==> src/rtl/ddr_sdram_refresh_scheduler.sv <==
// rtl/ddr_sdram_refresh_scheduler.sv - auto-refresh scheduler with postponement and user-refresh mode
module ddr_sdram_refresh_scheduler #(
  parameter int MEM_CHIPSELS = 1,
  parameter int TREFI_BITS   = 16,
  parameter int TRFC_BITS    = 7,
  parameter int MAX_POSTPONE = 8,
  parameter int PEND_BITS    = 4,
  parameter bit USER_REFRESH = 1'b0
) (
  input  logic                    clk,
  input  logic                    reset_n,
  input  logic                    init_done,
  input  logic [TREFI_BITS-1:0]   cfg_trefi,
  input  logic [TRFC_BITS-1:0]    cfg_trfc,
  input  logic                    ctrl_idle,
  input  logic                    refresh_grant,
  input  logic                    local_refresh_req,
  output logic                    refresh_req,
  output logic                    refresh_urgent,
  output logic [MEM_CHIPSELS-1:0] refresh_cs_n,
  output logic                    refresh_busy,
  output logic                    local_refresh_ack,
  output logic [PEND_BITS-1:0]    pending_count,
  output logic                    overflow_err
);

  typedef enum logic [1:0] {
    IDLE = 2'd0,
    REQ  = 2'd1,
    RFC  = 2'd2
  } state_t;

  localparam logic [TREFI_BITS-1:0] TREFI_ONE   = TREFI_BITS'(1);
  localparam logic [TREFI_BITS-1:0] TREFI_MIN   = TREFI_BITS'(2);
  localparam logic [TRFC_BITS-1:0]  TRFC_ONE    = TRFC_BITS'(1);
  localparam logic [PEND_BITS-1:0]  PEND_ONE    = PEND_BITS'(1);
  localparam logic [PEND_BITS-1:0]  PEND_MAX    = PEND_BITS'(MAX_POSTPONE);
  localparam logic [PEND_BITS-1:0]  PEND_URGENT = PEND_BITS'(MAX_POSTPONE - 1);

  state_t                  state;
  logic [TREFI_BITS-1:0]   trefi_eff;
  logic [TREFI_BITS-1:0]   trefi_cnt;
  logic [TRFC_BITS-1:0]    trfc_eff;
  logic [TRFC_BITS-1:0]    trfc_cnt;
  logic                    tick;
  logic                    grant_hit;

  // Degenerate configurations are clamped so the timer and busy window never stall.
  assign trefi_eff = (cfg_trefi < TREFI_MIN) ? TREFI_MIN : cfg_trefi;
  assign trfc_eff  = (cfg_trfc == '0) ? TRFC_ONE : cfg_trfc;

  assign tick      = init_done & (USER_REFRESH ? local_refresh_req : (trefi_cnt == '0));
  assign grant_hit = refresh_grant & (state == REQ);

  assign refresh_urgent = (pending_count >= PEND_URGENT);

  always_ff @(posedge clk) begin
    if (!reset_n || !init_done || USER_REFRESH) begin
      trefi_cnt <= trefi_eff - TREFI_ONE;
    end else if (trefi_cnt == '0) begin
      trefi_cnt <= trefi_eff - TREFI_ONE;
    end else begin
      trefi_cnt <= trefi_cnt - TREFI_ONE;
    end
  end

  always_ff @(posedge clk) begin
    if (!reset_n) begin
      state             <= IDLE;
      pending_count     <= '0;
      trfc_cnt          <= '0;
      refresh_req       <= 1'b0;
      refresh_cs_n      <= '1;
      refresh_busy      <= 1'b0;
      local_refresh_ack <= 1'b0;
      overflow_err      <= 1'b0;
    end else if (!init_done) begin
      // overflow_err deliberately survives re-initialisation
      state             <= IDLE;
      pending_count     <= '0;
      trfc_cnt          <= '0;
      refresh_req       <= 1'b0;
      refresh_cs_n      <= '1;
      refresh_busy      <= 1'b0;
      local_refresh_ack <= 1'b0;
    end else begin
      local_refresh_ack <= 1'b0;

      if (tick && !grant_hit) begin
        if (pending_count == PEND_MAX) begin
          overflow_err <= 1'b1;
        end else begin
          pending_count <= pending_count + PEND_ONE;
        end
      end else if (grant_hit && !tick) begin
        pending_count <= pending_count - PEND_ONE;
      end

      case (state)
        IDLE: begin
          if ((pending_count != '0) && (ctrl_idle || refresh_urgent)) begin
            state        <= REQ;
            refresh_req  <= 1'b1;
            refresh_cs_n <= '0;
          end
        end
        REQ: begin
          if (refresh_grant) begin
            state             <= RFC;
            refresh_req       <= 1'b0;
            refresh_cs_n      <= '1;
            refresh_busy      <= 1'b1;
            local_refresh_ack <= 1'b1;
            trfc_cnt          <= trfc_eff - TRFC_ONE;
          end
        end
        RFC: begin
          if (trfc_cnt == '0) begin
            state        <= IDLE;
            refresh_busy <= 1'b0;
          end else begin
            trfc_cnt <= trfc_cnt - TRFC_ONE;
          end
        end
        default: begin
          state        <= IDLE;
          refresh_req  <= 1'b0;
          refresh_cs_n <= '1;
          refresh_busy <= 1'b0;
        end
      endcase
    end
  end

endmodule

==> config.mk <==
export PLATFORM = sky130hd
export DESIGN_NAME = ddr_sdram_refresh_scheduler
export DESIGN_NICKNAME = d
export VERILOG_FILES = /design/src/rtl/ddr_sdram_refresh_scheduler.sv
export SDC_FILE = /design/constraint.sdc
export NUM_CORES = 1
export LEC_CHECK = 0
export ABC_AREA = 1
export ABC_CLOCK_PERIOD_IN_PS = 5800
export CAP_MARGIN = 20
export CELL_PAD_IN_SITES_DETAIL_PLACEMENT = 2
export CELL_PAD_IN_SITES_GLOBAL_PLACEMENT = 2
export CORE_UTILIZATION = 31
export DETAILED_ROUTE_END_ITERATION = 8
export PLACE_DENSITY = 0.83
export SKIP_LAST_GASP = 1
export SLEW_MARGIN = 0
export SYNTH_ARGS = -nofsm -noshare
export SYNTH_HDL_FRONTEND = slang
export SYNTH_SLANG_ARGS = --single-unit
==> constraint.sdc <==
create_clock -name clk -period 5.8 [get_ports clk]
set_clock_uncertainty 0.15 [all_clocks]
set_input_delay 0.87 -clock clk [delete_from_list [all_inputs] [get_ports clk]]
set_output_delay 0.87 -clock clk [all_outputs]
set_load 0.02 [all_outputs]
==> flow_summary.yaml <==
synth:
  synth_area_leaders: "dfxtp_1 (29%), nand2_1 (10%), inv_1 (8.6%), nor2_1 (8.5%), o21ai_0 (4.7%)"
  synth_cell_type_count: 39
  synthAdderAreaFrac: 0.0352
  seq_area_frac_synth: 0.290
  yosys.area_share.simple: 0.348
  synth_compound_area_frac: 0.159
  synth_top_family_by_area: "simple AND/OR/NAND/NOR gates"
  yosysWarnings: 0
  synth_seq_cells: 34
  netlist_area_um2: 2350
  synth_nets: 391
  synth_top_cell_area_share: 0.290
  synthFlopType: "dfxtp_1"
  yosys-mux-area-fraction: 0.00426
  synth_xor_area_frac: 0.0522
  synth_edf_count: 0
  synth.largest_area_cell: "dfxtp_1"
  synthArstFlopShare: 0
  synthCells: 356
  syn_area_per_cell_um2: 6.60
clock_tree:
  cts_tree: "done"
  htreeDepth: 2
  clock_latency_ns: 0.29
  cts_resized: 0
  post_cts_buffers: 0
  ctsHoldBuffers: 0
  clk_pin_slew_ns: 0.07
  ctsRootBufferMaster: "clkbuf_8"
  clockBufferDepth: 2
  cts_inserted_buffers: 5
  clkSinkCount: 34
power_and_ir_drop:
  p_per_area_nw_per_um2: 181
  p_leak_nw: 1.28
  ir_drop_v: 0.0000648
finish:
  multi_input_area_um2: 1410
  mostFrequentLayoutCells: "nand2_1 (63), inv_1 (54), nor2_1 (53)"
  drive_gt1_frac: 0.0962
  nFillCells: 920
  fin_cells: 494
  n_antenna_cell: 0
  final_common_cell: "nand2_1"
  seq_area_um2: 681
  layout.nets: 430
  areaGrowthSynthToFinish_pct: 22.6
die:
  ios: 39
  rows: 31
  start_util: 0.322
  core-area_um2: 7290
  die_h_um: 89.0
  dieArea_um2: 7930
  die_w_um: 89.0
placement:
  gp_congestion: 0.804
  hpwl_um: 5560
  portBuffers: 37
  dp_cells: 487
worst_setup_path:
  arrival_ns: 3.08
  critPathLaunchType: "primary input"
  path_max_fanout: 4
  required_ns: 5.83
  slowest_stage: "clkdlybuf4s50_1"
  crit_chain: "clkdlybuf4s50_1 -> nor2_1 -> nand2_1 -> nor3_1 -> nand2_1 -> inv_1 -> nor2_1 -> inv_1 -> ha_1 -> nand4_1 -> or2_1 -> o21ai_0 -> nand2_1 -> o31ai_1 -> inv_1"
  end_kind: "flip-flop"
  worstSetupPathType: "in2reg"
  max_stage_delay_ns: 0.48
sta:
  fin_hold_ws_ns: 0.316
  rsz0062_at_grt: "false"
  final_hold_viol_count: 0
  min_period_ns: 3.05
  fin_crit_sh: 0.526
  finalSetupViolCount: 0
  max_slew_margin: 0.653
  drv_slew: 0
  tightest_slew_ns: 0.520
  fmax_mhz: 328
  timing.setup.tns_ns: 0
run_status:
  status: "finished, final reports clean"
grt:
  grt_max_degree: 22
  grt-ovfl-total: 0
  grt_usage: 0.187
  grt_pass1_vias: 2468
  grt_pass1_wl_um: 11300
  antenna_found_initial: 0
routing:
  drt-initial-drc-count: 16
  ant_nets: 0
  via_per_inst: 4.89
  first_pass_iters: 4
  drt_wl_total_um: 6830
  post_drt_wl_per_cell_um: 13.8
  drc_errors: 0
  vias: 2416
hold_path:
  hold_path.class: "reg2reg"
flow_run:
  drv_cap: 0
==> metrics by stage <==
| stage | setup slack (ns) | power (mW) | utilization | cell area [um^2] |
|---|---|---|---|---|
| floorplan | 3.30 | 0.318 | - | 2350 |
| global placement | 2.48 | 0.354 | 0.384 | 2800 |
| detailed placement | 2.41 | 0.358 | 0.384 | 2800 |
| CTS | 2.73 | 0.532 | 0.395 | 2880 |
| global route | 2.56 | 0.554 | 0.395 | 2880 |
| finish | 2.75 | 0.522 | 0.395 | 2880 |
==> cell usage after synthesis (3+ instances only) <==
cell / number
a21oi_1: 13
nand3_1: 16
inv_1: 54
nor3_1: 5
nand4_1: 8
nor2_1: 53
nor2_4: 3
o31ai_1: 3
nor2_2: 6
o21a_1: 4
ha_1: 5
dfxtp_1: 34
o21ai_0: 22
inv_2: 5
a31oi_1: 5
nand2_2: 8
nand2_1: 63
xor2_1: 10
o21ai_1: 9
xnor2_1: 4
or2_2: 3
==> worst max-delay path: cells and delay by family <==
family                     cells  cell delay [ns]
AOI/OAI and AO/OA              2             0.23
and+or+nand+nor                8             1.05
adders and majority gates      1             0.23
buffers and inverters          4             0.70
==> sequential cells by signal, summed over array words and instances (netlist names), 2 cells and up <==
register	flops
pending_count	4
trfc_cnt	7
trefi_cnt	16
state	2
==> worst paths after layout <==
| check | start | to | slack [ns] | cells after the start |
|---|---|---|---|---|
| hold / removal | refresh_req$_SDFFE_PN0P_ | refresh_req$_SDFFE_PN0P_ | 0.32 | 1 |
| hold reg to reg | refresh_req$_SDFFE_PN0P_ | refresh_req$_SDFFE_PN0P_ | 0.32 | 1 |
| setup / recovery | cfg_trefi[5] | trefi_cnt[12]$_DFF_P_ | 2.75 | 15 |
| setup reg to reg | trefi_cnt[0]$_DFF_P_ | pending_count[3]$_SDFFE_PN0P_ | 3.06 | 16 |
==> final cells by class <==
class / instances / share of cell area
clock buffer: 7 / 0.0265
tap: 99 / 0.0430
timing repair buffer: 37 / 0.129
multi-input combinational: 258 / 0.488
sequential: 34 / 0.236
inverter: 59 / 0.0769
==> where the power goes <==
group          internal [mW]  switching [mW]
Combinational         0.0424          0.0536
Sequential             0.245          0.0115
Clock                 0.0827          0.0866
Total                  0.370           0.152
==> layer usage <==
layer / GRT usage / vias to the layer above / part of all wire
met5: 0 / - / 0
met4: 0.0563 / 0 / 0.014
met3: 0.0286 / 9 / 0.030
met2: 0.364 / 40 / 0.53
met1: 0.207 / 1155 / 0.43
li1: - / 1212 / -
==> logic make-up after synthesis <==
| group | count (synthesis) |
|---|---|
| XOR/XNOR | 14 |
| buffers and inverters | 64 |
| adder cells (fa/ha/maj) | 6 |
| multiplexers | 1 |
| AND/OR/NAND/NOR | 174 |
| flip-flops | 34 |
| AO/OA/AOI/OAI | 63 |
Note: power is estimated with default switching activity, not from simulation.
